==> config.mk <==
export PLATFORM = sky130hd
export DESIGN_NAME = dir_input_ctrl
export DESIGN_NICKNAME = d
export VERILOG_FILES = /design/src/rtl/dir_input_ctrl.sv
export SDC_FILE = /design/constraint.sdc
export NUM_CORES = 1
export LEC_CHECK = 0
export BUFFER_PORTS_ARGS = -buffer_cell sky130_fd_sc_hd__buf_4
export CAP_MARGIN = 0
export CELL_PAD_IN_SITES_DETAIL_PLACEMENT = 0
export CELL_PAD_IN_SITES_GLOBAL_PLACEMENT = 1
export CORE_MARGIN = 5
export CORE_UTILIZATION = 40
export DETAILED_ROUTE_END_ITERATION = 7
export GPL_ROUTABILITY_DRIVEN = 0
export PLACE_DENSITY = 0.67
export SETUP_SLACK_MARGIN = 0.4
export SLEW_MARGIN = 25
export SYNTH_ARGS = -nofsm -noshare
export SYNTH_HDL_FRONTEND = slang
export SYNTH_SLANG_ARGS = --single-unit
export TNS_END_PERCENT = 1
==> constraint.sdc <==
create_clock -name clk -period 2.8 [get_ports clk]
set_input_delay 0.14 -clock clk [delete_from_list [all_inputs] [get_ports clk]]
set_output_delay 0.14 -clock clk [all_outputs]
set_load 0.02 [all_outputs]
==> src/rtl/dir_input_ctrl.sv <==
// dir_input_ctrl: debounced 4-way direction input with a periodic movement strobe.
//
// Ports
//   clk        single clock, all state on the rising edge
//   rst        synchronous active-high reset
//   btn_raw    [3:0] asynchronous raw buttons, active high {L,U,R,D}
//   enable     gates btn; debounce, dir and the tick counter keep running
//   btn        [3:0] one-cycle copy of dir after each move_tick, else 0
//   dir        [3:0] latched direction, one-hot or 0
//   move_tick  strobe in the last cycle of every MOVE_PERIOD window
//
// Bit order everywhere: bit3 = L, bit2 = U, bit1 = R, bit0 = D.

// One button lane: 2-flop synchronizer followed by a run-length debouncer.
module dir_debounce_bit #(
  parameter int DEBOUNCE_CYCLES = 250000
) (
  input  logic clk,
  input  logic rst,
  input  logic raw,
  output logic level
);
  localparam int DW = $clog2(DEBOUNCE_CYCLES);
  localparam logic [DW-1:0] CNT_MAX = DW'(DEBOUNCE_CYCLES - 1);

  logic          sync1, sync2;
  logic [DW-1:0] cnt;

  always_ff @(posedge clk) begin
    if (rst) begin
      sync1 <= 1'b0;
      sync2 <= 1'b0;
      cnt   <= '0;
      level <= 1'b0;
    end else begin
      sync1 <= raw;
      sync2 <= sync1;
      // Any sample agreeing with the accepted level restarts the run, so
      // only DEBOUNCE_CYCLES consecutive disagreeing samples flip it.
      if (sync2 == level) begin
        cnt <= '0;
      end else if (cnt == CNT_MAX) begin
        level <= sync2;
        cnt   <= '0;
      end else begin
        cnt <= cnt + DW'(1);
      end
    end
  end
endmodule

module dir_input_ctrl #(
  parameter int DEBOUNCE_CYCLES = 250000,
  parameter int MOVE_PERIOD     = 500000,
  parameter bit HOLD_DIR        = 1'b1
) (
  input  logic       clk,
  input  logic       rst,
  input  logic [3:0] btn_raw,
  input  logic       enable,
  output logic [3:0] btn,
  output logic [3:0] dir,
  output logic       move_tick
);
  localparam int TW = $clog2(MOVE_PERIOD);
  localparam logic [TW-1:0] TICK_MAX = TW'(MOVE_PERIOD - 1);

  logic [3:0]    db, db_q;
  logic [3:0]    rise, fall, rise_pick;
  logic [TW-1:0] tcnt;

  for (genvar i = 0; i < 4; i++) begin : g_lane
    dir_debounce_bit #(.DEBOUNCE_CYCLES(DEBOUNCE_CYCLES)) u_db (
      .clk   (clk),
      .rst   (rst),
      .raw   (btn_raw[i]),
      .level (db[i])
    );
  end

  assign rise = db & ~db_q;
  assign fall = ~db & db_q;

  // Fixed priority L > U > R > D for edges landing in the same cycle.
  always_comb begin
    rise_pick = 4'b0000;
    if      (rise[3]) rise_pick = 4'b1000;
    else if (rise[2]) rise_pick = 4'b0100;
    else if (rise[1]) rise_pick = 4'b0010;
    else if (rise[0]) rise_pick = 4'b0001;
  end

  assign move_tick = (tcnt == TICK_MAX);

  always_ff @(posedge clk) begin
    if (rst) begin
      db_q <= 4'b0000;
      tcnt <= '0;
      btn  <= 4'b0000;
      dir  <= 4'b0000;
    end else begin
      db_q <= db;
      tcnt <= move_tick ? '0 : tcnt + TW'(1);
      // dir is sampled before its own update, so a change coinciding with
      // the tick only shows up on the following strobe.
      btn  <= move_tick ? (dir & {4{enable}}) : 4'b0000;
      if (rise != 4'b0000)
        dir <= rise_pick;
      else if (!HOLD_DIR && ((fall & dir) != 4'b0000))
        dir <= 4'b0000;
    end
  end
endmodule
==> results of run 1 <==
-- critical path: stages, from the launching register on --
cell and delay (ps):
dfxtp_1 380, ha_1 240, nand4_1 140, or3_1 430, o21bai_2 620, nor2_1 110
-- logic make-up after synthesis --
group           count (synthesis)
fa+ha+maj                       5
buf+inv                        27
mux                             2
flops                         115
compound gates                 30
xor+xnor                       75
simple gates                  297
-- state kept, by name (all words and copies together) (netlist names) --
signal and count:
g_lane.u_db.sync1 4, g_lane.u_db.cnt 72, btn 4, dir 4, db_q 4, tcnt 19
g_lane.u_db.level 4, g_lane.u_db.sync2 4
-- where the power goes --
part	total [W]	internal [W]	switching [W]
Clock	0.00199	0.00132	0.000672
Sequential	0.00166	0.00165	0.00000765
Combinational	0.0000501	0.0000229	0.0000271
Total	0.00370	0.00299	0.000707
-- through the flow --
stage	setup slack [ps]	cell area, um^2	std cells	utilization
floorplan	1010	4920	551	-
global placement	799	5210	726	0.432
detailed placement	710	5210	726	0.432
CTS	712	5800	760	0.481
global route	558	5800	760	0.481
finish	733	5800	760	0.481
-- synth_stat cells, drive strengths merged (3+ instances only) --
cell type	instances
nand3	35
nor4	29
and3	7
or2	3
nor4b	4
or4	5
ha	5
nand4	27
xor2	13
and2	5
o31ai	4
nor2	114
nand2	23
dfxtp	115
buf	7
o41ai	4
nor3	16
or3	5
inv	15
o21ai	8
a21oi	9
nor2b	18
clkbuf	5
xnor2	62
-- area by class of cell --
type                            instances  area [um^2]  area share
Tap cell                              168          210      0.0362
Inverter                               15         56.3     0.00970
Timing Repair Buffer                   23          183      0.0315
Multi-Input combinational cell        409         2490       0.430
Clock inverter                          5         50.0     0.00863
Clock buffer                           25          505      0.0871
Sequential cell                       115         2300       0.397
-- layer usage --
layer | share of wire | vias to the layer above
li1 | - | 1975
met1 | 0.53 | 1719
met2 | 0.42 | 43
met3 | 0.034 | 12
met4 | 0.015 | 0
met5 | 0 | -
-- worst paths after layout --
kind	end	slack [ps]	cells after the start
setup reg to reg	tcnt[16]	730	5
hold reg to reg	g_lane[2].u_db.sync2	440	1
setup / recovery	tcnt[16]	730	5
hold / removal	dir[3]	100	2
==> results.cfg, run 1 <==
[run_status]
status = completed

[synthesis]
synthFlopType = dfxtp_1
synth-xor-area-share = 0.133
synthSimpleGateAreaFrac = 0.307
synth_top_area_cell = dfxtp_1
synth_top_family_by_area = simple AND/OR/NAND/NOR gates
synth.cell_area_um2 = 4920
synth_top_area_frac = 0.468
synth_edf_count = 0
synth_compound_area_frac = 0.0488
synth_warnings = 0
synth_nets = 563
ys_async_sr_fraction = 0
ys_seq_elements = 115
syn-instance-count = 551
yosysSeqAreaShare = 0.468
synthAdderAreaFrac = 0.0127
synth.area.mux_share = 0.00458
yosysUniqueCellTypes = 45
syn_avg_cell_area_um2 = 8.93
yosys-top-cells-area = dfxtp_1, xnor2_1, nor2_1

[clock_network]
cts_resized = 0
hold_buffers = 4
clk_latency_ps = 400
clk_root_buffer_cell = clkbuf_16
cts.path.max_buffers = 2
cts_tree = done
cts.reportedPaths.clkPinSlew_ps = 50
h-tree-depth = 4
cts_setup_buffers = 0
cts-buffers-inserted = 17
cts.sinks = 115

[route]
ant_nets = 0
totalWireLength_um = 9170
wl_per_cell_um = 12.1
viasPerCell = 4.93
detail_route.first_pass.iterations = 4
vias = 3749
drc = 0
drt_iter0_drc = 244

[global_route]
use_met2 = 0.203
globalRouteMet3Util = 0.0536
grt_pass1_wl_um = 16200
grt_max_degree = 27
grt-ovfl-total = 0
grt_use_met1 = 0.179
grt_pass1_vias = 3507
track_usage = 0.136
antenna_found_initial = 0
grt_busiest_layer = met2

[pwr]
finalPower_w = 0.00370
p_leak_nw = 1.79
powerDensity_nw_per_um2 = 638
ir_drop_v = 0.000374

[timing]
rsz0062_at_grt = no
period_share = 0.738
finalHoldViolations = 0
skew_ps = 4.40
hold_slack_ps = 101
fmax_ghz = 0.484
worstMarginPinSlew_ps = 763
period_minus_slack_ps = 2070
slew_headroom = 0.491
finalSetupViolations = 0
fin_setup_tns_ps = 0
drv_slew = 0

[critical_path]
criticalPathCategory = reg2reg
crit_required_ps = 3060
path_max_fanout = 19
r2r_start = tcnt[0]
cp-end-kind = flip-flop
crit_arrival_ps = 2330
crit_path_start_kind = flip-flop
cp-startpoint = tcnt[0]

[place]
portBuffers = 15
dp.final_hpwl_um = 6310

[layout]
layout_commonest_cell = dfxtp_1
nets = 593
area_growth_pct = 17.9
antenna_cells = 0
drive_gt1_frac = 0.0997
final_cell_mix = dfxtp_1, nor2_1, xnor2_1, nand3_1, nor4_1
fillers = 1152

[job]
drv_cap = 0

[die]
initial_core_util = 0.408
die_w_um = 121
die_y_um = 121
dieArea_um2 = 14600
io_pins = 16
core_um2 = 12100
num_rows = 40

[worst_hold_path]
hold_class = in2reg
min-delay-start = rst
Power figures use the tool's default switching activity.
==> run 2: changes to the inputs <==
==> constraint.sdc (replaced) <==
create_clock -name clk -period 2.1 [get_ports clk]
set_input_delay 0.105 -clock clk [delete_from_list [all_inputs] [get_ports clk]]
set_output_delay 0.105 -clock clk [all_outputs]
set_load 0.02 [all_outputs]
==> results.cfg, run 2 (synthesis gave the netlist of run 1 again) <==
[route]
drt_iter0_drc = 248
wl_per_cell_um = 12.4
ant_nets = 0
vias = 3840
drc = 0
viasPerCell = 4.95
detail_route.first_pass.iterations = 4
totalWireLength_um = 9610

[timing]
rsz0062_at_grt = yes
finalSetupViolations = 0
finalHoldViolations = 0
worstMarginPinSlew_ps = 419
worst_slack_ps = 347
fin_setup_tns_ps = 0
skew_ps = 4.96
period_share = 0.835
slew_headroom = 0.720
fmax_ghz = 0.570
drv_slew = 0
period_minus_slack_ps = 1750

[critical_path]
crit_path_start_kind = flip-flop
crit_required_ps = 2400
criticalPathCategory = reg2reg
path_max_fanout = 18
cp-end-kind = flip-flop
crit_arrival_ps = 2050

[global_route]
antenna_found_initial = 0
grt_max_degree = 27
grt_pass1_vias = 3613
track_usage = 0.142
grt-ovfl-total = 0
grt_pass1_wl_um = 16800

[pwr]
p_seq_frac = 0.438
powerDensity_nw_per_um2 = 836
p_switching_w = 0.00101
switching_share = 0.200
p_leak_nw = 1.88
p_comb_frac = 0.018
ir_drop_v = 0.000511
p_int_w = 0.00403
power_frac_clock = 0.544

[run_status]
status = completed

[layout]
antenna_cells = 0
final-seq-area_um2 = 2310
largestRegisters = g_lane.u_db.cnt (72), tcnt (19)
fillers = 1135
nets = 607
drive_gt1_frac = 0.143
final_core_util = 0.500
area_growth_pct = 22.6
multiInputGateArea_um2 = 2570
final_cell_mix = nor2_1, dfxtp_1, xnor2_1, nand3_1, buf_4
layout_commonest_cell = nor2_1
largest_reg_flops = 72
top_register = g_lane.u_db.cnt

[place]
preCtsSetupSlack_ps = 234
dp.final_hpwl_um = 6320
portBuffers = 15

[clock_network]
cts.sinks = 115
h-tree-depth = 4
cts.path.max_buffers = 2
clk_root_buffer_cell = clkbuf_16
clk_latency_ps = 410
cts_tree = done
cts-buffers-inserted = 17
cts.reportedPaths.clkPinSlew_ps = 50

[die]
dieArea_um2 = 14600
num_rows = 40
io_pins = 16
die_w_um = 121
die_y_um = 121
core_um2 = 12100
initial_core_util = 0.408

[job]
drv_cap = 0

[worst_hold_path]
hold_class = in2reg
==> run 2: through the flow <==
step,hold slack (ps),instances,instance area (um^2),power [W]
global placement,338,732,5270,0.00232
detailed placement,339,732,5270,0.00232
CTS,45.5,773,5940,0.00512
global route,66.0,776,6040,0.00525
floorplan,186,551,4930,0.00230
finish,65.3,776,6040,0.00505
==> run 2: final cells by class <==
type                    instances  area share
inverters                      15     0.00933
flip-flops and latches        115       0.382
clock buffers                  21      0.0763
well taps                     168      0.0348
repair buffers                 37      0.0524
clock inverters                11      0.0182
multi-input cells             409       0.427
==> run 2: routing by layer <==
metal,global-route usage,share of wire,vias to the layer above
li1,-,-,2006
met1,0.188,0.51,1766
met2,0.207,0.44,58
met3,0.0513,0.041,10
met4,0.0616,0.013,0
met5,0,0,-
==> run 2: power groups by stage <==
stage / clock [W] / sequential, W / combinational [W]
4_1_cts: 0.00283 / 0.00221 / 0.0000841
5_1_grt: 0.00294 / 0.00221 / 0.0000991
3_5_place_dp: 0 / 0.00225 / 0.0000684
2_1_floorplan: 0 / 0.00225 / 0.0000461
3_3_place_gp: 0 / 0.00225 / 0.0000674
6_report: 0.00275 / 0.00221 / 0.0000888
==> run 2: worst paths after layout <==
check	startpoint	to	slack, ps	cells past startpoint
worst max-delay path	g_lane[1].u_db.cnt[1]	g_lane[1].u_db.cnt[11]	350	6
worst min-delay path	rst	g_lane[0].u_db.sync2	70	2
worst max register to register	g_lane[1].u_db.cnt[1]	g_lane[1].u_db.cnt[11]	350	6
worst min register to register	g_lane[1].u_db.sync1	g_lane[1].u_db.sync2	430	1
==> run 2: worst max-delay path, stage by stage, from the launching register on <==
cell,delay [ps]
dfxtp_1,400
ha_4,180
nand3_1,140
or4_4,540
o21ai_4,160
buf_12,160
nor2_1,50
==> run 2: what timing repair did <==
| action | in CTS | in global routing |
|---|---|---|
| setup buffers | 5 | 3 |
| gates resized for setup | 5 | 12 |
| pin swaps | 3 | 2 |
| hold endpoints to repair | 4 | 0 |
| hold buffers | 4 | 0 |
| endpoints found under the setup margin | 54 | 99 |
==> run 3: changes to the inputs <==
--- a/config.mk
+++ b/config.mk
@@ -5,6 +5,7 @@
 export SDC_FILE = /design/constraint.sdc
 export NUM_CORES = 1
 export LEC_CHECK = 0
+export ABC_AREA = 1
 export BUFFER_PORTS_ARGS = -buffer_cell sky130_fd_sc_hd__buf_4
 export CAP_MARGIN = 0
 export CELL_PAD_IN_SITES_DETAIL_PLACEMENT = 0
@@ -13,7 +14,7 @@
 export CORE_UTILIZATION = 40
 export DETAILED_ROUTE_END_ITERATION = 7
 export GPL_ROUTABILITY_DRIVEN = 0
-export PLACE_DENSITY = 0.67
+export PLACE_DENSITY = 0.71
 export SETUP_SLACK_MARGIN = 0.4
 export SLEW_MARGIN = 25
 export SYNTH_ARGS = -nofsm -noshare
==> constraint.sdc (replaced) <==
create_clock -name clk -period 1.65 [get_ports clk]
set_input_delay 0.0825 -clock clk [delete_from_list [all_inputs] [get_ports clk]]
set_output_delay 0.0825 -clock clk [all_outputs]
set_load 0.02 [all_outputs]
==> results.cfg, run 3 <==
[run_status]
status = completed

[timing]
fin_setup_tns_ps = 0
period_minus_slack_ps = 1480
period_share = 0.895
slew_headroom = 0.715
finalSetupViolations = 0
finalHoldViolations = 0
skew_ps = 9.51
fmax_ghz = 0.677
drv_slew = 0
rsz0062_at_grt = yes
worstMarginPinSlew_ps = 428

[global_route]
antenna_found_initial = 0
grt_pass1_wl_um = 21000
grt_max_degree = 19
grt-ovfl-total = 0
track_usage = 0.158
grt_pass1_vias = 4561

[critical_path]
crit_required_ps = 1570
cp-startpoint = tcnt[6]
cp-end-kind = output pin
rr_worst_depth = 8
r2r_setup_slack_ps = 220
criticalPathCategory = reg2out
reg2reg_to = tcnt[4]
r2r_start = tcnt[1]
crit_path_start_kind = flip-flop
path_max_fanout = 4
crit_arrival_ps = 1390
crit_end = move_tick

[die]
die_w_um = 128
core_um2 = 13800
initial_core_util = 0.406
num_rows = 43
die_y_um = 128
io_pins = 16
dieArea_um2 = 16400

[route]
drt_iter0_drc = 268
viasPerCell = 4.72
detail_route.first_pass.iterations = 5
ant_nets = 0
vias = 5014
drc = 0
wl_per_cell_um = 11.7
totalWireLength_um = 12400

[clock_network]
cts-buffers-inserted = 17
cts_tree = done
clk_root_buffer_cell = clkbuf_16
cts.path.max_buffers = 2
h-tree-depth = 4
clk_latency_ps = 410
cts.sinks = 115
cts.reportedPaths.clkPinSlew_ps = 50

[synthesis]
synth_nets = 831
synth.cell_area_um2 = 5590
synth_edf_count = 0
synth_top_area_frac = 0.412
yosys-top-cells-area = dfxtp_1, nand2_1, nor2_1
ys_seq_elements = 115
synth_common_cells = nand2_1, nor2_1, dfxtp_1
syn_avg_cell_area_um2 = 6.82
syn-instance-count = 819
synthFlopType = dfxtp_1
synth_warnings = 0
yosysSeqAreaShare = 0.412
ys_async_sr_fraction = 0
yosysMostFrequentCell = nand2_1
synth_top_area_cell = dfxtp_1
yosysUniqueCellTypes = 30

[layout]
fillers = 1417
final_cell_mix = nand2_1, nor2_1, dfxtp_1, inv_1, nand3_1
top_register = g_lane.u_db.cnt
layout_commonest_cell = nand2_1
nets = 882
drive_gt1_frac = 0.172
area_growth_pct = 23.5
largest_reg_flops = 72
fin_cells = 1062
largestRegisters = g_lane.u_db.cnt (72), tcnt (19)
final-seq-area_um2 = 2330
multiInputGateArea_um2 = 3020
antenna_cells = 0

[place]
portBuffers = 15
dp.final_hpwl_um = 8870
post-place-cells = 1011

[pwr]
p_leak_nw = 2.24
powerDensity_nw_per_um2 = 996
ir_drop_v = 0.000860

[job]
drv_cap = 0

[worst_hold_path]
hold_class = in2reg
## run 3: cell count changes after synthesis, moves of 7 or more
cell	previous run	this run
nor2_2	0	16
nor4_1	29	0
nand4_1	25	12
o21ai_0	6	16
nor2_1	114	175
nand3_1	35	52
xnor2_1	62	11
nand2_1	23	204
and3_1	7	0
inv_1	15	94
nor2b_1	18	0
a21oi_1	9	42
## run 3: how the worst min path moves through the flow
stage               startpoint              endpoint  slack (ps)  depth (start not counted)
CTS                        rst  g_lane[3].u_db.level          30                          4
finish                     rst  g_lane[3].u_db.level          50                          4
floorplan           btn_raw[0]  g_lane[0].u_db.sync1         190                          2
detailed placement  btn_raw[1]  g_lane[1].u_db.sync1         290                          3
global placement    btn_raw[1]  g_lane[1].u_db.sync1         290                          3
global route               rst  g_lane[3].u_db.level          60                          4
## run 3: area by class of cell
type	count	share of cell area
Multi-Input combinational cell	603	0.438
Sequential cell	115	0.338
Clock buffer	23	0.0707
Inverter	95	0.0520
Timing Repair Buffer	38	0.0473
Tap cell	180	0.0326
Clock inverter	8	0.0217
## run 3: power by group
group	total, W	internal (W)	switching (W)
sequential	0.00281	0.00279	0.0000155
clock	0.00394	0.00268	0.00127
combinational	0.000124	0.0000579	0.0000661
total	0.00688	0.00553	0.00135
## run 3: logic make-up after synthesis
logic type | share of synthesized area
simple gates | 0.389
flops | 0.412
buf+inv | 0.0777
compound gates | 0.0645
xor+xnor | 0.0454
fa+ha+maj | 0.0112
## run 3: worst max-delay path, stage by stage (launching register included)
cell,delay [ps]
dfxtp_4,360
nor2_4,100
nand3_2,80
nor2_4,150
nand2_2,80
nor2_4,100
buf_6,120
## run 3: stage by stage
stage	total power (W)	util	hold slack (ps)	instance area, um^2	setup slack [ps]
2_1_floorplan	0.00293	-	189	5630	299
6_report	0.00688	0.501	54.4	6900	173
4_1_cts	0.00698	0.490	33.8	6750	131
3_3_place_gp	0.00296	0.431	286	5930	122
3_5_place_dp	0.00296	0.431	293	5930	38.2
5_1_grt	0.00715	0.501	55.6	6900	86.4
## run 3: repair_timing
action | in CTS | in global routing
hold buffers | 10 | 0
hold endpoints to repair | 18 | 0
endpoints found under the setup margin | 100 | 100
resized for setup | 16 | 35
pin swaps | 5 | 7
cloned | 0 | 1
setup buffers | 5 | 4
## run 3: per-layer routing
metal	wire, um	track usage
met5	0	0
met4	114	0.0537
met3	398	0.0479
met2	5600	0.243
met1	6290	0.209
